--- src/rtl/stump_shift_seq_pkg.sv ---
// Shared constants and encodings for the Stump multi-cycle shift sequencer.
package stump_shift_seq_pkg;

  localparam int WIDTH = 16;
  localparam int CNT_W = 4;

  typedef enum logic [1:0] {
    OP_NONE = 2'b00,
    OP_ASR  = 2'b01,
    OP_ROR  = 2'b10,
    OP_RRC  = 2'b11
  } shift_op_e;

  typedef enum logic [1:0] {
    IDLE  = 2'b00,
    SHIFT = 2'b01,
    DONE  = 2'b10
  } state_e;

endpackage

--- src/rtl/stump_shift_seq_shift.sv ---
// Stump one-bit shift stage: applies a single ASR/ROR/RRC step to a word and carry.
module stump_shift
  import stump_shift_seq_pkg::*;
(
  input  logic [WIDTH-1:0] operand_a,
  input  logic             c_in,
  input  logic [1:0]       shift_op,
  output logic [WIDTH-1:0] result,
  output logic             c_out
);

  // One shift step; OP_NONE passes value and carry through untouched.
  always_comb begin
    result = operand_a;
    c_out  = c_in;
    case (shift_op)
      OP_ASR: begin
        result = {operand_a[WIDTH-1], operand_a[WIDTH-1:1]};
        c_out  = operand_a[0];
      end
      OP_ROR: begin
        result = {operand_a[0], operand_a[WIDTH-1:1]};
        c_out  = operand_a[0];
      end
      OP_RRC: begin
        result = {c_in, operand_a[WIDTH-1:1]};
        c_out  = operand_a[0];
      end
      default: begin
        result = operand_a;
        c_out  = c_in;
      end
    endcase
  end

endmodule

--- src/rtl/stump_shift_seq.sv ---
// Multi-cycle shift sequencer: iterates the one-bit Stump shift step `count`
// times, feeding result and carry back each cycle, with start/busy/done handshake.
module stump_shift_seq
  import stump_shift_seq_pkg::*;
(
  input  logic             clk,
  input  logic             rst_n,
  input  logic             start,
  input  logic [1:0]       shift_op,
  input  logic [CNT_W-1:0] count,
  input  logic [WIDTH-1:0] operand,
  input  logic             c_in,
  output logic             busy,
  output logic             done,
  output logic [WIDTH-1:0] result,
  output logic             c_out
);

  state_e           state_q, state_d;
  logic [WIDTH-1:0] result_q, result_d;
  logic             carry_q, carry_d;
  shift_op_e        op_q, op_d;
  logic [CNT_W-1:0] rem_q, rem_d;

  logic [WIDTH-1:0] step_v;
  logic             step_c;

  // The step unit always works on the registered word/carry with the latched op.
  stump_shift u_step (
    .operand_a (result_q),
    .c_in      (carry_q),
    .shift_op  (op_q),
    .result    (step_v),
    .c_out     (step_c)
  );

  // Next-state, datapath and counter update.
  always_comb begin
    state_d  = state_q;
    result_d = result_q;
    carry_d  = carry_q;
    op_d     = op_q;
    rem_d    = rem_q;
    case (state_q)
      IDLE, DONE: begin
        if (start) begin
          result_d = operand;
          carry_d  = c_in;
          op_d     = shift_op_e'(shift_op);
          rem_d    = count;
          // Nothing to iterate: report completion on the very next cycle.
          if ((count == '0) || (shift_op_e'(shift_op) == OP_NONE)) begin
            state_d = DONE;
          end else begin
            state_d = SHIFT;
          end
        end else begin
          state_d = IDLE;
        end
      end
      SHIFT: begin
        result_d = step_v;
        carry_d  = step_c;
        rem_d    = rem_q - 1'b1;
        // Leaving at 1 keeps the counter from ever underflowing.
        if (rem_q == CNT_W'(1)) begin
          state_d = DONE;
        end
      end
      default: begin
        state_d = IDLE;
      end
    endcase
  end

  // State and datapath registers; reset aborts any operation in flight.
  always_ff @(posedge clk or negedge rst_n) begin
    if (!rst_n) begin
      state_q  <= IDLE;
      result_q <= '0;
      carry_q  <= 1'b0;
      op_q     <= OP_NONE;
      rem_q    <= '0;
    end else begin
      state_q  <= state_d;
      result_q <= result_d;
      carry_q  <= carry_d;
      op_q     <= op_d;
      rem_q    <= rem_d;
    end
  end

  assign busy   = (state_q == SHIFT);
  assign done   = (state_q == DONE);
  assign result = result_q;
  assign c_out  = carry_q;

endmodule

--- config.mk ---
export PLATFORM = sky130hd
export DESIGN_NAME = stump_shift_seq
export DESIGN_NICKNAME = d
export VERILOG_FILES = /design/src/rtl/stump_shift_seq_pkg.sv /design/src/rtl/stump_shift_seq_shift.sv /design/src/rtl/stump_shift_seq.sv
export SDC_FILE = /design/constraint.sdc
export NUM_CORES = 1
export LEC_CHECK = 0
export BUFFER_PORTS_ARGS = -buffer_cell sky130_fd_sc_hd__buf_2
export CORE_MARGIN = 2
export CORE_UTILIZATION = 54
export DETAILED_ROUTE_END_ITERATION = 10
export GPL_TIMING_DRIVEN = 0
export PLACE_DENSITY = 0.82
export SETUP_SLACK_MARGIN = 0.5
export SLEW_MARGIN = 20
export SYNTH_ARGS = -nofsm -noshare
export SYNTH_HDL_FRONTEND = slang
export SYNTH_SLANG_ARGS = --single-unit
--- constraint.sdc ---
create_clock -name clk -period 4.7 [get_ports clk]
set_input_delay 0.705 -clock clk [delete_from_list [all_inputs] [get_ports clk]]
set_output_delay 0.705 -clock clk [all_outputs]
set_load 0.005 [all_outputs]
==> results.txt <==
----------------------------------------------------
[Timing]
  Final worst clock skew ... a little under 0.006 ns
  Final worst path period need ... about 2.1 ns
  Least setup slack across all paths after layout ... 2.65 ns
  Unrepaired setup endpoints after global routing ... false
  Final setup viols ... 0
  Total count of max-transition violations in the final report ... 0
  Highest attainable clock frequency ... ~0.49 GHz
  Final cycle utilization of the critical path ... a little over two fifths
  Worst slew margin ... 63.7%
  Setup TNS ... 0 ns
  Pin slew with the least headroom to its limit ... between 0.5 and 0.6 ns
  Final hold violation count ... 0

[Global route]
  M1 GR Usage ... 26.6%
  GRT Resource Usage Total ... between 20% and 30%
  Initial antenna violation count ... 0
  GR Overflow Total ... 0
  Via count of the first global-routing pass ... ~950
  Met3 Usage GRT ... 3.01%
  First-pass GRT wire length ... between 4 and 5 mm
  Largest net degree at the start of global routing ... 26
  Routing layer with the top usage in global route ... met2
  Met2 track demand over resource in global routing ... 34.9%

[Clocking]
  H-tree depth ... 1
  Clock slew at reported path FFs ... between 0.1 and 0.15 ns
  Inserted Clock Buffers ... 3
  Buffer type at the clock tree root ... clkbuf_4
  Hold buffers post-CTS ... 0
  TritonCTS clock tree ... built
  Clock sink total ... 25
  Maximum buffer depth of the clock tree ... 2
  Count of buffers added by post-CTS timing repair for setup ... 0
  Post-cts sizing count ... 0
  Clk_lat worst skew ... roughly 0.32 ns

[Route]
  Routed WL ... 2.83 mm
  First DRT Iteration DRCs ... 5
  Post-route DRC violation count ... 0
  Via count ... roughly 980
  Per-cell via count in the routed design ... roughly 5.4
  Number of detailed-routing iterations run before antenna repair ... 4
  Final antenna-violating net count ... 0
  Routed wire length per instance ... approximately 16 um

[Critical path]
  Largest incremental delay on the critical path ... 0.39 ns
  Sort of element at the end of the critical path ... output port
  Type of the setup path with the least slack ... reg -> out
  Critical path startpoint ... state_q[1]
  Worst-path maximum fanout ... 10
  Critical-path top delay cell ... dfrtp_1
  Buf/Inv on CP ... 4
  Crit path required time ... roughly 4.0 ns
  CP top delay family ... buffers and inverters
  Crit-path cells ... nand2b_1 > buf_6 > inv_6 > buf_6 > buf_2
  Arrival time of data at the critical path endpoint ... between 1 and 1.5 ns
  FF-to-FF Start ... state_q[1]
  Worst path most repeated cell ... buf_6
  Critical path startpoint category ... flop

[Synthesis]
  Share of synthesized area occupied by flip-flops and latches ... roughly 45%
  Number of synthesized register bits ... 25
  Total number of yosys warnings ... 0
  Netlist cell types ... 31
  Mapped Nets ... approximately 130
  Dominant synthesized flop cell ... dfrtp_1
  Gate Count Post-Synth ... 103
  Top area cells in the synthesized netlist ... dfrtp_1, mux2_4, mux2_2
  Share of the synthesized area in the top cell type ... 44.8%
  Number of synthesized flops with an enable pin ... 0
  Post-synthesis cell area ... 1400 um^2
  Average instance area after synthesis ... 13.6 um^2
  Largest area contributor in the netlist ... dfrtp_1
  Fraction of registers with async set or reset after synthesis ... 100%

[Floorplan]
  Starting utilization of the core area ... between 50% and 60%
  Die width ... ~55 um
  Top-level I/O count ... 45
  Die outline area ... 3010 um^2
  Number of core rows ... 18
  Vertical die dimension ... ~55 um
  Core Area ... roughly 2500 um^2

[Finish]
  Area Growth Syn to Fin ... 20.3%
  Commonest non-fill, non-tap cell in the layout ... buf_2
  Final layout net count ... 180
  Diode insertion count for antenna repair ... 0
  Ratio of cells with drive above 1 in the final layout ... 58.3%
  Most used cells in the layout excluding fill and tap cells ... buf_2, dfrtp_1, mux2_4

[Worst hold path]
  Class of the worst hold path ... in -> async

[Placement]
  Pre-CTS setup slack ... between 2 and 3 ns
  Placer congestion estimate ... around 0.75
  IO Port Bufs ... 44
  HPWL after detailed placement ... between 2 and 2.5 mm

[Outcome]
  Outcome ... completed

[Power]
  Power Density ... approximately 760 nW/um^2
  Worst IR Drop VDD ... 0.000473 V
  Leak Pwr ... approximately 0.85 nW

[Job]
  Max-cap violation count ... 0

----------------------------------------------------
## report_power, final
part	switching, mW	total [mW]	internal, mW
clock	0.0629	0.0962	0.0332
sequential	0.0950	0.424	0.329
combinational	0.292	0.764	0.473
total	0.450	1.28	0.835
## routing by layer
metal / part of all wire (%) / wire length, um
met1: 43 / 1210
met2: 52 / 1460
met3: 4.0 / 114
met4: 1.4 / 40
met5: 0 / 0
## cells by family after synthesis
| logic type | share of synthesized area (%) |
|---|---|
| mux | 32.2 |
| fa+ha+maj | 1.79 |
| simple gates | 7.61 |
| buf+inv | 6.45 |
| flops | 44.8 |
| compound gates | 7.16 |
## cell type report
cell class | instances | area (um^2)
buffer | 7 | 73.8
clock buffer | 4 | 26.3
fill | 202 | 773
inverter | 3 | 16.3
multi-input combinational | 68 | 682
sequential | 25 | 626
tap | 30 | 37.5
timing repair buffer | 44 | 220
## final timing paths
| path | end | slack (ns) | cells after the start |
|---|---|---|---|
| min in group clk | result[7] | 0.54 | 1 |
| worst max-delay path | busy | 2.65 | 5 |
| max in group asynchronous | result[7] | 3.99 | 1 |
| worst min-delay path | op_q[1] | 0.34 | 1 |
| worst min register to register | result[7] | 0.54 | 1 |
| worst max register to register | result[11] | 3.06 | 5 |
## Yosys cell counts, drive strengths merged, types with 2 or more instances
master,n
nand2b,2
o21ai,2
nor2,5
inv,3
nor2b,2
nor3,3
dfrtp,25
buf,6
a221o,2
ha,2
mux2,33
nand2,7
## stage by stage
stage / area, um^2 / hold slack [ns] / instances / power, mW / util (%)
after global placement: 1660 / 0.502 / 177 / 1.16 / 67.4
after CTS: 1680 / 0.370 / 181 / 1.29 / 68.5
after floorplan: 1400 / 0.409 / 103 / 1.00 / -
after global routing: 1680 / 0.376 / 181 / 1.37 / 68.5
final: 1680 / 0.345 / 181 / 1.28 / 68.5
after detailed placement: 1660 / 0.514 / 177 / 1.20 / 67.4
## flip-flops by register name, summed over array words and instances (netlist names)
| register | count |
|---|---|
| result | 16 |
| op_q | 2 |
| c_out | 1 |
| state_q | 2 |
| rem_q | 4 |
(Power assumes the default switching activity.)
